<file path="src/rtl/fpu_normalize_pkg.sv">
// -----------------------------------------------------------------------------
// fpu_normalize_pkg
//   Shared types for the FPU add/sub normalizer back end: the Align_in record
//   coming from the aligner, the packed Float32 result, the normalizer state
//   encoding and the registered output bundle (result plus exception flags).
// -----------------------------------------------------------------------------
package fpu_normalize_pkg;

    localparam int EXP_W   = 8;                    // exponent width
    localparam int MNT_W   = 25;                   // [24]=carry, [23]=hidden, [22:0]=fraction
    localparam int FRAC_W  = MNT_W - 2;            // stored fraction width
    localparam int ALIGN_W = 2 + 1 + EXP_W + MNT_W; // {op, flip, sign, exp, mnt}

    localparam logic [EXP_W-1:0] EXP_MAX = '1;     // inf/NaN exponent
    localparam logic [EXP_W-1:0] EXP_TOP = EXP_MAX - 1'b1;

    typedef struct packed {
        logic              sign;
        logic [EXP_W-1:0]  exp;
        logic [FRAC_W-1:0] frac;
    } float32_t;

    typedef struct packed {
        logic              op;
        logic              flip;
        logic              sign;
        logic [EXP_W-1:0]  exp;
        logic [MNT_W-1:0]  mnt;
    } align_in_t;

    typedef enum logic [2:0] {
        ST_IDLE,
        ST_CHECK,
        ST_SHIFT,
        ST_ROUND,
        ST_DONE
    } norm_state_e;

    typedef struct packed {
        float32_t f;
        logic     ovf;
        logic     unf;
    } norm_out_t;

    function automatic norm_out_t make_out(
        input logic              sign,
        input logic [EXP_W-1:0]  exp,
        input logic [FRAC_W-1:0] frac,
        input logic              ovf,
        input logic              unf
    );
        norm_out_t o;
        o.f.sign = sign;
        o.f.exp  = exp;
        o.f.frac = frac;
        o.ovf    = ovf;
        o.unf    = unf;
        return o;
    endfunction

endpackage

</file>
<file path="src/rtl/fpu_normalize_if.sv">
// -----------------------------------------------------------------------------
// fpu_normalize_if
//   Start/done handshake between the FPU controller and the normalizer.
//   start     : request, sampled by the normalizer only while idle
//   in_align  : Align_in {op, flip, sign, exp, mnt}, sampled with start
//   result    : packed Float32, held until the next done
//   done      : one-cycle pulse, result and flags valid
//   busy      : normalizer is not idle (drives the FPU stall hazard)
//   overflow  : exponent saturated to infinity, held like result
//   underflow : result flushed to zero, held like result
// Modports: master = controller side, slave = normalizer side.
// -----------------------------------------------------------------------------
interface fpu_normalize_if;
    import fpu_normalize_pkg::*;

    logic               start;
    logic [ALIGN_W-1:0] in_align;
    logic [31:0]        result;
    logic               done;
    logic               busy;
    logic               overflow;
    logic               underflow;

    modport master (
        output start, in_align,
        input  result, done, busy, overflow, underflow
    );

    modport slave (
        input  start, in_align,
        output result, done, busy, overflow, underflow
    );

endinterface

</file>
<file path="src/rtl/fpu_normalize.sv">
// -----------------------------------------------------------------------------
// fpu_normalize
//   Back end of the FPU add/sub path. Takes the aligned sum (sign, exponent,
//   25-bit mantissa with carry and hidden bit), resolves carry, zero,
//   inf/NaN pass-through and exponent overflow/underflow, then normalizes by
//   shifting left one bit per cycle and returns a packed Float32.
//   Flow: IDLE -> CHECK -> {SHIFT}* -> [ROUND] -> DONE -> IDLE.
//
// Ports
//   clk   : clock, rising edge
//   rst_n : asynchronous active-low reset
//   bus   : fpu_normalize_if.slave (start, in_align, result, done, busy,
//           overflow, underflow)
//
// Configuration
//   FPU_NORM_ROUND_EN : adds a ROUND state after normalization that rounds
//   on the guard bit, ties to even (no sticky). Undefined: the guard bit is
//   discarded (truncation) and normalized results arrive one cycle earlier.
// -----------------------------------------------------------------------------
module fpu_normalize
    import fpu_normalize_pkg::*;
(
    input logic            clk,
    input logic            rst_n,
    fpu_normalize_if.slave bus
);

    norm_state_e      state_q, state_d;
    logic             sign_q, sign_d;
    logic [EXP_W-1:0] exp_q, exp_d;
    logic [MNT_W-1:0] mnt_q, mnt_d;
    logic [1:0]       opflip_unused_q, opflip_unused_d; // op/flip kept for debug only
    norm_out_t        pend_q, pend_d;                   // result being built
    norm_out_t        out_q, out_d;                     // result presented on the bus
    logic             done_q, done_d;
    logic             norm_ready;                       // mantissa is 1.xxx this cycle
    align_in_t        align;

`ifdef FPU_NORM_ROUND_EN
    logic              guard_q, guard_d;
    logic              rnd_carry;
    logic [FRAC_W-1:0] rnd_frac;
`endif

    assign align = align_in_t'(bus.in_align);

    always_comb begin
        // NOTE: every variable gets a default before the case so that no
        // path leaves it unassigned, which would otherwise infer a latch.
        state_d         = state_q;
        sign_d          = sign_q;
        exp_d           = exp_q;
        mnt_d           = mnt_q;
        opflip_unused_d = opflip_unused_q;
        pend_d          = pend_q;
        out_d           = out_q;
        done_d          = 1'b0;
        norm_ready      = 1'b0;
`ifdef FPU_NORM_ROUND_EN
        guard_d         = guard_q;
        rnd_carry       = 1'b0;
        rnd_frac        = '0;
`endif

        case (state_q)
            ST_IDLE: begin
                if (bus.start) begin
                    opflip_unused_d = {align.op, align.flip};
                    sign_d          = align.sign;
                    exp_d           = align.exp;
                    mnt_d           = align.mnt;
                    state_d         = ST_CHECK;
                end
            end

            ST_CHECK: begin
                if (exp_q == EXP_MAX) begin
                    pend_d  = make_out(sign_q, EXP_MAX, mnt_q[FRAC_W-1:0], 1'b0, 1'b0);
                    state_d = ST_DONE;
                end else if (mnt_q == '0) begin
                    pend_d  = make_out(sign_q, '0, '0, 1'b0, 1'b0);
                    state_d = ST_DONE;
                end else if (exp_q == '0) begin
                    pend_d  = make_out(sign_q, '0, '0, 1'b0, 1'b1);
                    state_d = ST_DONE;
                end else if (mnt_q[MNT_W-1]) begin
                    // Carry out of the adder: renormalize right by one. The
                    // overflow test uses the old exponent so exp never wraps.
                    if (exp_q == EXP_TOP) begin
                        pend_d  = make_out(sign_q, EXP_MAX, '0, 1'b1, 1'b0);
                        state_d = ST_DONE;
                    end else begin
                        // NOTE: blocking assignments here so norm_ready and the
                        // exit path below see the updated mnt_d/exp_d values.
                        mnt_d      = mnt_q >> 1;
                        exp_d      = exp_q + 1'b1;
                        norm_ready = 1'b1;
`ifdef FPU_NORM_ROUND_EN
                        guard_d    = mnt_q[0];
`endif
                    end
                end else if (mnt_q[MNT_W-2]) begin
                    norm_ready = 1'b1;
`ifdef FPU_NORM_ROUND_EN
                    guard_d    = 1'b0;
`endif
                end else begin
                    state_d = ST_SHIFT;
`ifdef FPU_NORM_ROUND_EN
                    guard_d = 1'b0;
`endif
                end
            end

            ST_SHIFT: begin
                // Hidden bit still clear; one more shift would need exp 0,
                // which is the denormal range this unit flushes.
                if (exp_q == EXP_W'(1)) begin
                    pend_d  = make_out(sign_q, '0, '0, 1'b0, 1'b1);
                    state_d = ST_DONE;
                end else begin
                    mnt_d = {mnt_q[MNT_W-2:0], 1'b0};
                    exp_d = exp_q - 1'b1;
                    if (mnt_d[MNT_W-2]) begin
                        norm_ready = 1'b1;
                    end
                end
            end

`ifdef FPU_NORM_ROUND_EN
            ST_ROUND: begin
                // Hidden bit is 1 here, so a carry out of the fraction means
                // the mantissa became 10.000..: renormalize to 1.0, exp+1.
                {rnd_carry, rnd_frac} = {1'b0, mnt_q[FRAC_W-1:0]}
                                      + {{FRAC_W{1'b0}}, guard_q & mnt_q[0]};
                if (!rnd_carry) begin
                    pend_d = make_out(sign_q, exp_q, rnd_frac, 1'b0, 1'b0);
                end else if (exp_q == EXP_TOP) begin
                    pend_d = make_out(sign_q, EXP_MAX, '0, 1'b1, 1'b0);
                end else begin
                    pend_d = make_out(sign_q, exp_q + 1'b1, '0, 1'b0, 1'b0);
                end
                state_d = ST_DONE;
            end
`endif

            ST_DONE: begin
                out_d   = pend_q;
                done_d  = 1'b1;
                state_d = ST_IDLE;
            end

            default: state_d = ST_IDLE;
        endcase

        if (norm_ready) begin
`ifdef FPU_NORM_ROUND_EN
            state_d = ST_ROUND;
`else
            pend_d  = make_out(sign_q, exp_d, mnt_d[FRAC_W-1:0], 1'b0, 1'b0);
            state_d = ST_DONE;
`endif
        end
    end

    // NOTE: sequential state uses non-blocking assignments so every register
    // samples the pre-edge values regardless of statement order.
    always_ff @(posedge clk or negedge rst_n) begin
        if (!rst_n) begin
            state_q         <= ST_IDLE;
            sign_q          <= 1'b0;
            exp_q           <= '0;
            mnt_q           <= '0;
            opflip_unused_q <= '0;
            pend_q          <= '0;
            out_q           <= '0;
            done_q          <= 1'b0;
`ifdef FPU_NORM_ROUND_EN
            guard_q         <= 1'b0;
`endif
        end else begin
            state_q         <= state_d;
            sign_q          <= sign_d;
            exp_q           <= exp_d;
            mnt_q           <= mnt_d;
            opflip_unused_q <= opflip_unused_d;
            pend_q          <= pend_d;
            out_q           <= out_d;
            done_q          <= done_d;
`ifdef FPU_NORM_ROUND_EN
            guard_q         <= guard_d;
`endif
        end
    end

    assign bus.result    = out_q.f;
    assign bus.overflow  = out_q.ovf;
    assign bus.underflow = out_q.unf;
    assign bus.done      = done_q;
    assign bus.busy      = (state_q != ST_IDLE);

endmodule

</file>
<file path="src/flat_wrapper.sv">
// flat-port wrapper written by rule: the top's interface ports become plain ports
module fpu_normalize_flat import fpu_normalize_pkg::*;
  (clk, rst_n, bus_start, bus_in_align, bus_result, bus_done, bus_busy, bus_overflow, bus_underflow);
  fpu_normalize_if bus_i ();
  input logic clk;
  input logic rst_n;
  input wire logic [$bits(bus_i.start)-1:0] bus_start;
  input wire logic [$bits(bus_i.in_align)-1:0] bus_in_align;
  output wire logic [$bits(bus_i.result)-1:0] bus_result;
  output wire logic [$bits(bus_i.done)-1:0] bus_done;
  output wire logic [$bits(bus_i.busy)-1:0] bus_busy;
  output wire logic [$bits(bus_i.overflow)-1:0] bus_overflow;
  output wire logic [$bits(bus_i.underflow)-1:0] bus_underflow;
  assign bus_i.start = bus_start;
  assign bus_i.in_align = bus_in_align;
  assign bus_result = bus_i.result;
  assign bus_done = bus_i.done;
  assign bus_busy = bus_i.busy;
  assign bus_overflow = bus_i.overflow;
  assign bus_underflow = bus_i.underflow;
  fpu_normalize u_core (.clk(clk), .rst_n(rst_n), .bus(bus_i));
endmodule
</file>
<file path="config.mk">
export PLATFORM = sky130hd
export DESIGN_NAME = fpu_normalize_flat
export DESIGN_NICKNAME = d
export VERILOG_FILES = /design/src/rtl/fpu_normalize_pkg.sv /design/src/rtl/fpu_normalize_if.sv /design/src/rtl/fpu_normalize.sv /design/src/flat_wrapper.sv
export SDC_FILE = /design/constraint.sdc
export NUM_CORES = 1
export LEC_CHECK = 0
export BUFFER_PORTS_ARGS = -buffer_cell sky130_fd_sc_hd__clkbuf_2
export CORE_ASPECT_RATIO = 1.2
export CORE_UTILIZATION = 60
export DETAILED_ROUTE_END_ITERATION = 8
export PLACE_DENSITY = 0.84
export REMOVE_ABC_BUFFERS = 1
export SETUP_SLACK_MARGIN = 0.5
export SLEW_MARGIN = 20
export SYNTH_ARGS = -nofsm -noshare
export SYNTH_HDL_FRONTEND = slang
export SYNTH_SLANG_ARGS = --single-unit
</file>
<file path="constraint.sdc">
create_clock -name clk -period 6.78 [get_ports clk]
set_input_delay 1.356 -clock clk [delete_from_list [all_inputs] [get_ports clk]]
set_output_delay 1.356 -clock clk [all_outputs]
set_load 0.01 [all_outputs]
</file>
==> qor.yml, run 1 <==
status: "finished clean"
critPathRequiredTime_ns: 7.11
clock.fmax_ghz: 0.282
dr.pass1.iters: 7
ff_latch_area_um2: 2650
switching_share_pct: 42.5
area_growth_pct: 10.5
drive_gt1_share_pct: 32.5
core_um2: 8660
synth.cell_area_um2: 5400
synth.most_common_cell: "dfrtp_1"
p_switching_uw: 1190
cts_resized: 0
cts_setup_buffers: 0
seqPwrFrac_pct: 41.4
setup_tns_ns: 0
finalCriticalPeriod_ns: 3.55
worstHoldEndpoint: "u_core.pend_q[4]"
r2r_setup_slack_ns: 3.23
avgRoutedWirePerCell_um: 20.3
numClockSinks: 106
reg2reg_from: "u_core.exp_q[2]"
drv_cap: 0
pwr-share-clk_pct: 14.3
viasPerCell: 6.56
worst_ir_drop_vdd_uv: 218
dieWidth_um: 88.6
hold_path.class: "reg2reg"
rows: 37
synth_top_area_share_pct: 49.1
initial_utilization_pct: 62.4
p_total_uw: 2800
crit_path_start_kind: "flop"
synthArstFlopShare_pct: 100
hpwl_um: 8830
vias: 4240
power.density_nw_per_um2: 469
period_share_pct: 52.4
p_leak_uw: 0.00278
antenna_left: 0
grt_max_degree: 73
clockBufferDepth: 2
die_y_um: 106
grt_pass1_wl_um: 20800
cts_root_buf: "clkbuf_8"
ys_top_cells_by_count: "dfrtp_1, nand2_1, mux2_2"
busiest_layer: "met2"
end_kind: "flop"
crit-reg2reg-capture: "u_core.pend_q[27]"
use_met1_pct: 39.1
grt_overflow_total: 0
htree_levels: 3
gp_congestion: 0.900
p_comb_share_pct: 44.3
grt_pass1_vias: 4078
holdPathStages: 1
synth-edff-count: 0
groute.usage.overall_pct: 29.5
final_util_pct: 69.0
ff2ff_path_depth: 8
drv_slew: 0
hold_viol: 0
crit_type: "reg2reg"
yosysWarningCount: 0
rsz0062_at_grt: "false"
instances_no_fill: 646
cts.hold.buffers_added: 0
diodes: 0
tritoncts: "done"
synth_cell_types: 70
slew_headroom_pct: 37.1
cp.arrival_ns: 3.88
drc_errors: 0
post-place-cells: 630
synth_seq_cells: 106
grt_util_met3_pct: 5.59
path_max_fanout: 33
routed_wl_um: 13100
clk_pin_slew_worst_paths_ns: 0.10
synth.largest_area_cell: "dfrtp_1"
multiInputGateArea_um2: 2520
finalClockSkew_ns: 0.0157
finalSetupViolCount: 0
synth_cells: 468
numPortBuffers: 72
clk-insertion-delay-late_ns: 0.39
hp-start: "u_core.pend_q[4]"
grt_antenna_before_repair: 0
synth_ff_type: "dfrtp_1"
worst_pin_slew_ns: 0.941
synth_area_per_cell_um2: 11.5
ys_seq_area_share_pct: 49.1
drt_iter0_drc: 385
grtUsageMet2_pct: 46.5
synth.area.top_cells: "dfrtp_1, mux2_2, mux2_4"
whs_ns: 0.493
final_nets: 568
n_fill_cell: 664
power.internal_uw: 1610
dieArea_um2: 9390
cts_made_buffers: 9
pin_count: 75
## layout by cell type (no fill, tap or decap), types with 4 or more instances in the layout
| cell type | count |
|---|---|
| a21oi_1 | 4 |
| a222oi_1 | 23 |
| a31oi_1 | 6 |
| and2_1 | 4 |
| buf_4 | 7 |
| clkbuf_2 | 71 |
| clkbuf_8 | 9 |
| dfrtp_1 | 106 |
| ha_1 | 5 |
| inv_1 | 9 |
| mux2_2 | 37 |
| mux2_4 | 20 |
| nand2_1 | 60 |
| nand3_1 | 11 |
| nand4_1 | 4 |
| nor2_1 | 16 |
| nor3_1 | 10 |
| nor3b_1 | 4 |
| o21ai_0 | 10 |
| o22a_1 | 4 |
| o2bb2ai_1 | 21 |
| or3_1 | 5 |
## cell families (layout without fill, tap and decap cells)
kind of cell / after synthesis / after routing / share of synthesized area [%]
simple gates: 137 / 137 / 12.9
compound gates: 117 / 117 / 18.6
flops: 106 / 106 / 49.1
mux: 58 / 58 / 13.5
buf+inv: 43 / 104 / 4.35
fa+ha+maj: 5 / 5 / 1.16
xor+xnor: 2 / 2 / 0.324
## critical path: stages (launching register included)
cell and delay [ns]:
dfrtp_1 0.56, nor4_4 0.60, a31oi_2 0.15, buf_4 0.29, a32oi_2 0.78, buf_4 0.39
o211ai_1 0.23, o211ai_1 0.28, o22a_1 0.21
## per-layer routing
layer	vias to the layer above	share of wire, %	wire length, µm
li1	1907	-	-
met1	2103	43	5600
met2	204	48	6320
met3	26	6.2	819
met4	0	2.8	363
met5	-	0	0
## through the flow
step | setup WS, ns | cell area [µm²]
final | 3.23 | 5970
after global routing | 3.11 | 5970
after CTS | 3.28 | 5970
after detailed placement | 3.30 | 5770
after global placement | 3.36 | 5770
after floorplan | 3.16 | 5210
## power by group through the flow
stage          Clock [µW]  Combinational, µW  Sequential, µW
2_1_floorplan           0                856            1120
3_3_place_gp            0               1190            1140
3_5_place_dp            0               1230            1160
4_1_cts               406               1240            1150
5_1_grt               429               1350            1190
6_report              401               1240            1160
## worst max path at each step
stage,start,endpoint,slack (ns),depth (start not counted)
6_report,u_core.exp_q[2],u_core.pend_q[27],3.23,8
5_1_grt,u_core.exp_q[2],u_core.pend_q[27],3.11,8
4_1_cts,u_core.exp_q[2],u_core.pend_q[27],3.28,8
3_5_place_dp,u_core.exp_q[2],u_core.pend_q[27],3.30,8
3_3_place_gp,u_core.exp_q[2],u_core.pend_q[27],3.36,8
2_1_floorplan,u_core.state_q[1],u_core.bus.overflow,3.16,2
## flip-flops by register name (all words and copies together), names as in the netlist
| register | flops |
|---|---|
| u_core.bus.overflow | 1 |
| u_core.sign_q | 1 |
| u_core.mnt_q | 25 |
| u_core.bus.underflow | 1 |
| u_core.exp_q | 8 |
| u_core.bus.done | 1 |
| u_core.bus.result | 32 |
| u_core.pend_q | 34 |
| u_core.state_q | 3 |
## final cells by class
type,instances,share of cell area [%]
multi-input cells,319,42.3
repair buffers,78,6.83
flip-flops and latches,106,44.4
well taps,117,2.45
clock inverters,7,1.28
inverters,10,0.671
clock buffers,9,2.08
No activity file was read; power rests on OpenSTA's default activity.
==> run 2, diff against run 1 <==
--- a/config.mk
+++ b/config.mk
@@ -7,9 +7,9 @@
 export LEC_CHECK = 0
 export BUFFER_PORTS_ARGS = -buffer_cell sky130_fd_sc_hd__clkbuf_2
 export CORE_ASPECT_RATIO = 1.2
-export CORE_UTILIZATION = 60
+export CORE_UTILIZATION = 52
 export DETAILED_ROUTE_END_ITERATION = 8
-export PLACE_DENSITY = 0.84
+export PLACE_DENSITY = 0.77
 export REMOVE_ABC_BUFFERS = 1
 export SETUP_SLACK_MARGIN = 0.5
 export SLEW_MARGIN = 20
==> constraint.sdc (replaced) <==
create_clock -name clk -period 3.05 [get_ports clk]
set_input_delay 0.61 -clock clk [delete_from_list [all_inputs] [get_ports clk]]
set_output_delay 0.61 -clock clk [all_outputs]
set_load 0.01 [all_outputs]
==> qor.yml, run 2 (synthesized netlist as in run 1, its figures left out) <==
dieWidth_um: 95.1  # +7.2%
grt_antenna_before_repair: 0  # unchanged
pin_count: 75  # unchanged
slew_headroom_pct: 62.5  # +25 points
hpwl_um: 9330  # +5.6%
grt_pass1_wl_um: 22400  # +7.5%
gp_congestion: 0.894  # -0.76%
finalClockSkew_ns: 0.00851  # -0.00716 ns
dieArea_um2: 10800  # +15%
busiest_layer: "met2"
hold_path.class: "in2async"
path_max_fanout: 16  # -52%
diodes: 0  # unchanged
reg2reg_from: "u_core.mnt_q[6]"
grt_overflow_total: 0  # unchanged
groute.usage.overall_pct: 27.0  # -2.4 points
dr.pass1.iters: 7  # unchanged
clockBufferDepth: 2  # unchanged
clk-insertion-delay-late_ns: 0.35  # -0.04 ns
cts_root_buf: "clkbuf_16"
routed_wl_um: 13700  # +4.6%
clk_pin_slew_worst_paths_ns: 0.07  # -0.03 ns
drc_errors: 0  # unchanged
numPortBuffers: 72  # unchanged
grt_util_met3_pct: 4.07  # -1.5 points
clock.fmax_ghz: 0.395  # +40%
critPathMaxStageDelay_ns: 0.55  # -0.23 ns
cp-startpoint: "u_core.mnt_q[6]"
area_growth_pct: 20.1
core_um2: 10100  # +16%
status: "finished clean"
crit_type: "reg2reg"
period_share_pct: 83.0  # +31 points
avgRoutedWirePerCell_um: 20.1  # -0.75%
critPathRequiredTime_ns: 3.28  # -3.83 ns
cpMostUsedCell: "a21oi_4"
final_cell_mix: "dfrtp_1, clkbuf_2, nand2_1, mux2_2, buf_4"
crit_chain: "or4_4, nor4_4, a21oi_4, a21oi_4, o21ai_4, buf_12, clkinv_8, mux2_2"
crit-reg2reg-capture: "u_core.pend_q[5]"
numClockSinks: 106  # unchanged
finalSetupViolCount: 0  # unchanged
instances_no_fill: 681  # +5.4%
antenna_left: 0  # unchanged
initial_utilization_pct: 53.7  # -8.7 points
vias: 4333  # +2.2%
grtUsageMet2_pct: 42.8  # -3.7 points
post-place-cells: 656  # +4.1%
cpMaxStageDelayCell: "or4_4"
rsz0062_at_grt: "true"
largest_reg_flops: 34  # unchanged
drv_slew: 0  # unchanged
tritoncts: "done"
drt_iter0_drc: 373  # -3.1%
final_common_cell: "dfrtp_1"
hold_viol: 0  # unchanged
die_y_um: 114  # +7.3%
ff2ff_path_depth: 8  # unchanged
p_leak_uw: 0.00302  # +8.6%
end_kind: "flop"
worst_ir_drop_vdd_uv: 436  # +100%
htree_levels: 3  # unchanged
worst_slack_ns: 0.518  # -2.71 ns
power.density_nw_per_um2: 1090  # +130%
grt_pass1_vias: 4324  # +6.0%
worst_pin_slew_ns: 0.559  # -0.382 ns
viasPerCell: 6.36  # -3.1%
cp.arrival_ns: 2.77  # -1.11 ns
cts_made_buffers: 9  # unchanged
grt_max_degree: 53  # -27%
finalCriticalPeriod_ns: 2.53  # -1.02 ns
drive_gt1_share_pct: 39.5  # +6.9 points
whs_ns: 0.232  # -0.261 ns
crit_path_start_kind: "flop"
rows: 40  # +8.1%
r2r_setup_slack_ns: 0.52  # -2.71 ns
final_nets: 594  # +4.6%
use_met1_pct: 37.6  # -1.5 points
preCtsSetupSlack_ns: 0.280  # -3.02 ns
drv_cap: 0  # unchanged
top_register: "u_core.pend_q"
## run 2: cell type report
cell class,count,area (µm²)
multi-input combinational,320,2650
inverter,10,50.0
clock inverter,6,97.6
timing repair buffer,102,629
tap,126,158
fill,793,3570
timing repair inverter,1,11.3
clock buffer,10,239
sequential,106,2660
## run 2: routing by layer
| metal | vias up | part of all wire, % |
|---|---|---|
| li1 | 1964 | - |
| met1 | 2146 | 43 |
| met2 | 193 | 48 |
| met3 | 30 | 6.0 |
| met4 | 0 | 3.0 |
| met5 | - | 0 |
## run 2: through the flow
step                instance area [µm²]  setup TNS [ns]  utilization, %  power, µW
floorplan                          5210          -20.01               -       4400
global placement                   5930               0            59.0       5390
detailed placement                 5930               0            59.0       5470
CTS                                6310               0            62.7       6850
global route                       6490               0            64.5       7490
finish                             6490               0            64.5       7060
## run 2: critical path, delay by kind of cell (launching register included)
kind	cells	cell delay, ns
AOI/OAI and AO/OA	3	0.40
buffers and inverters	2	0.25
DFF	1	0.44
muxes	1	0.35
and+or+nand+nor	2	0.96
## run 2: how the worst max path moves through the flow
| stage | endpoint | slack [ns] | cells after the start |
|---|---|---|---|
| 5_1_grt | u_core.pend_q[4] | 0.45 | 9 |
| 4_1_cts | u_core.pend_q[33] | 0.46 | 7 |
| 3_5_place_dp | u_core.pend_q[5] | 0.28 | 7 |
| 2_1_floorplan | u_core.bus.overflow | -0.57 | 2 |
| 6_report | u_core.pend_q[5] | 0.52 | 8 |
| 3_3_place_gp | u_core.pend_q[5] | 0.32 | 7 |
## run 2: timing repair
item	CTS	global route
hold buffers	0	0
resized for setup	7	26
pin swaps	3	12
buffers inserted	1	6
setup endpoints to repair	31	31
cloned	2	0
endpoints found under the hold margin	0	0
## run 2: power by group
part / leakage [µW] / switching (µW) / total [µW] / internal (µW)
combinational: 0.00151 / 1740 / 3220 / 1490
sequential: 0.00134 / 549 / 2550 / 2000
clock: 0.000159 / 539 / 1290 / 754
total: 0.00302 / 2820 / 7060 / 4240
==> run 3, diff against run 2 <==
--- a/config.mk
+++ b/config.mk
@@ -7,9 +7,9 @@
 export LEC_CHECK = 0
 export BUFFER_PORTS_ARGS = -buffer_cell sky130_fd_sc_hd__clkbuf_2
 export CORE_ASPECT_RATIO = 1.2
-export CORE_UTILIZATION = 52
+export CORE_UTILIZATION = 58
 export DETAILED_ROUTE_END_ITERATION = 8
-export PLACE_DENSITY = 0.77
+export PLACE_DENSITY = 0.81
 export REMOVE_ABC_BUFFERS = 1
 export SETUP_SLACK_MARGIN = 0.5
 export SLEW_MARGIN = 20
==> constraint.sdc (replaced) <==
create_clock -name clk -period 2.6 [get_ports clk]
set_input_delay 0.52 -clock clk [delete_from_list [all_inputs] [get_ports clk]]
set_output_delay 0.52 -clock clk [all_outputs]
set_load 0.01 [all_outputs]
==> qor.yml, run 3 (synthesized netlist as in run 1, its figures left out) <==
status: "complete, but fails checks"
violations: "design-rule violations"
end_kind: "flop"
grt_overflow_total: 0  # unchanged
crit_path_start_kind: "flop"
final_common_cell: "dfrtp_1"
slew_headroom_pct: 64.9  # +2.5 points
pwr-share-clk_pct: 11.0  # -7.3 points
diodes: 0  # unchanged
period_share_pct: 95.7  # +13 points
wl_met3_um: 1010  # +23%
pin_count: 75  # unchanged
p_switching_uw: 3870  # +37%
finalCriticalPeriod_ns: 2.49  # -0.0433 ns
area_growth_pct: 34.4
worst_pin_slew_ns: 0.524  # -0.0348 ns
switching_share_pct: 41.6  # +1.6 points
drc_errors: 7  # +7
hpwl_um: 10000  # +7.4%
worst_ir_drop_vdd_uv: 719  # +65%
clock.fmax_ghz: 0.402  # +1.7%
clk_pin_slew_worst_paths_ns: 0.10  # +0.03 ns
power.internal_uw: 5450  # +29%
post-place-cells: 676  # +3.0%
seqPwrFrac_pct: 32.8  # -3.3 points
rsz0062_at_grt: "true"
top_register: "u_core.pend_q"
cp-startpoint: "u_core.mnt_q[8]"
final_nets: 655  # +10%
critPathRequiredTime_ns: 2.87  # -0.41 ns
power.density_nw_per_um2: 1280  # +18%
avgRoutedWirePerCell_um: 22.2  # +10%
drive_gt1_share_pct: 53.9  # +14 points
gp_congestion: 0.907  # +1.5%
tritoncts: "done"
antenna_left: 0  # unchanged
wl_met1_um: 6390  # +8.0%
dr.pass1.iters: 9  # +2
initial_utilization_pct: 59.8  # +6.1 points
viasPerCell: 6.49  # +1.9%
grt_max_degree: 41  # -23%
instances_no_fill: 736  # +8.1%
groute.usage.overall_pct: 32.3  # +5.3 points
core_um2: 9030  # -10%
routed_wl_um: 16300  # +19%
clk-insertion-delay-late_ns: 0.38  # +0.03 ns
preCtsSetupSlack_ns: 0.0783  # -0.201 ns
p_comb_share_pct: 56.3  # +11 points
setup_tns_ns: 0  # unchanged
numClockSinks: 106  # unchanged
p_leak_uw: 0.00337  # +12%
highest_layer: "met4"
drt_iter0_drc: 428  # +15%
whs_ns: 0.0113  # -0.221 ns
die_y_um: 108  # -5.2%
dieArea_um2: 9710  # -10%
final_cell_mix: "dfrtp_1, clkbuf_2, buf_4, mux2_2, nand2_1"
drv_slew: 0  # unchanged
final_area_um2: 7260  # +12%
htree_levels: 3  # unchanged
numPortBuffers: 72  # unchanged
grt_pass1_vias: 4770  # +10%
rows: 38  # -5.0%
dieWidth_um: 90.1  # -5.2%
cts_made_buffers: 9  # unchanged
cts.hold.buffers_added: 0  # unchanged
n_fill_cell: 515  # -35%
hold_viol: 0  # unchanged
cp.arrival_ns: 2.76  # about the same
dr_wl_met2_um: 8240  # +26%
vias: 4774  # +10%
reg2reg_from: "u_core.mnt_q[8]"
grt_antenna_before_repair: 0  # unchanged
place_area_um2: 6210  # +4.6%
finalClockSkew_ns: 0.00869  # +0.000174 ns
largest_reg_flops: 34  # unchanged
hold_path.class: "in2async"
drv_cap: 0  # unchanged
worst_slack_ns: 0.112  # -0.407 ns
cts_root_buf: "clkbuf_8"
crit_type: "reg2reg"
finalSetupViolCount: 0  # unchanged
clockBufferDepth: 2  # unchanged
grt_pass1_wl_um: 24100  # +7.6%
path_max_fanout: 5  # -11
==> run 3: cell types whose count changed in the layout (fill, tap and decap cells not counted), sizes merged <==
cell,before,now
buf,31,90
inv,12,10
clkinv,1,2
a31o,5,4
bufinv,2,0
clkbuf,81,87
==> run 3: repair_timing <==
action | in CTS | in global routing
resized for setup | 38 | 76
hold endpoints to repair | 0 | 0
setup endpoints to repair | 63 | 66
buffers inserted | 18 | 19
cloned | 2 | 5
pin swaps | 15 | 27
==> run 3: through the flow <==
step | total power, µW | utilization [%]
global placement | 6670 | 68.7
detailed placement | 6800 | 68.7
floorplan | 5160 | -
finish | 9320 | 80.4
CTS | 8370 | 74.6
global route | 9760 | 80.4
==> run 3: routing by layer <==
layer | up-vias | global-route usage (%)
met5 | - | 0
met4 | 0 | 19.5
met3 | 59 | 4.45
met2 | 281 | 54.6
met1 | 2353 | 39.5
li1 | 2081 | -
==> run 3: final cells by class <==
type	count	area [µm²]	area share, %
inverters	10	42.5	0.586
clock inverters	4	32.5	0.448
flip-flops and latches	106	2670	36.7
clock buffers	12	165	2.28
multi-input cells	319	2880	39.6
repair buffers	165	1330	18.3
well taps	120	150	2.07
==> run 3: worst max-delay path, stage by stage (launching register included) <==
cell and delay [ns]:
dfrtp_1 0.47, or4_1 0.62, nor4_4 0.27, buf_4 0.20, a21boi_2 0.06, o211ai_1 0.24, o211ai_1 0.29, o22a_1 0.24
==> run 3: worst paths after layout <==
path,slack (ns),depth (start not counted),end
setup / recovery,0.11,7,u_core.pend_q[30]
hold / removal,0.01,1,u_core.bus.result[2]
setup reg to reg,0.11,7,u_core.pend_q[30]
hold reg to reg,0.51,1,u_core.pend_q[33]
max in group asynchronous,1.93,2,u_core.mnt_q[7]
min in group clk,0.38,2,u_core.sign_q
==> run 3: power by group through the flow <==
stage | sequential (µW) | combinational, µW | clock [µW]
6_report | 3060 | 5240 | 1020
3_5_place_dp | 3000 | 3800 | 0
2_1_floorplan | 2930 | 2230 | 0
5_1_grt | 3130 | 5560 | 1070
4_1_cts | 2950 | 4390 | 1020
3_3_place_gp | 2950 | 3720 | 0
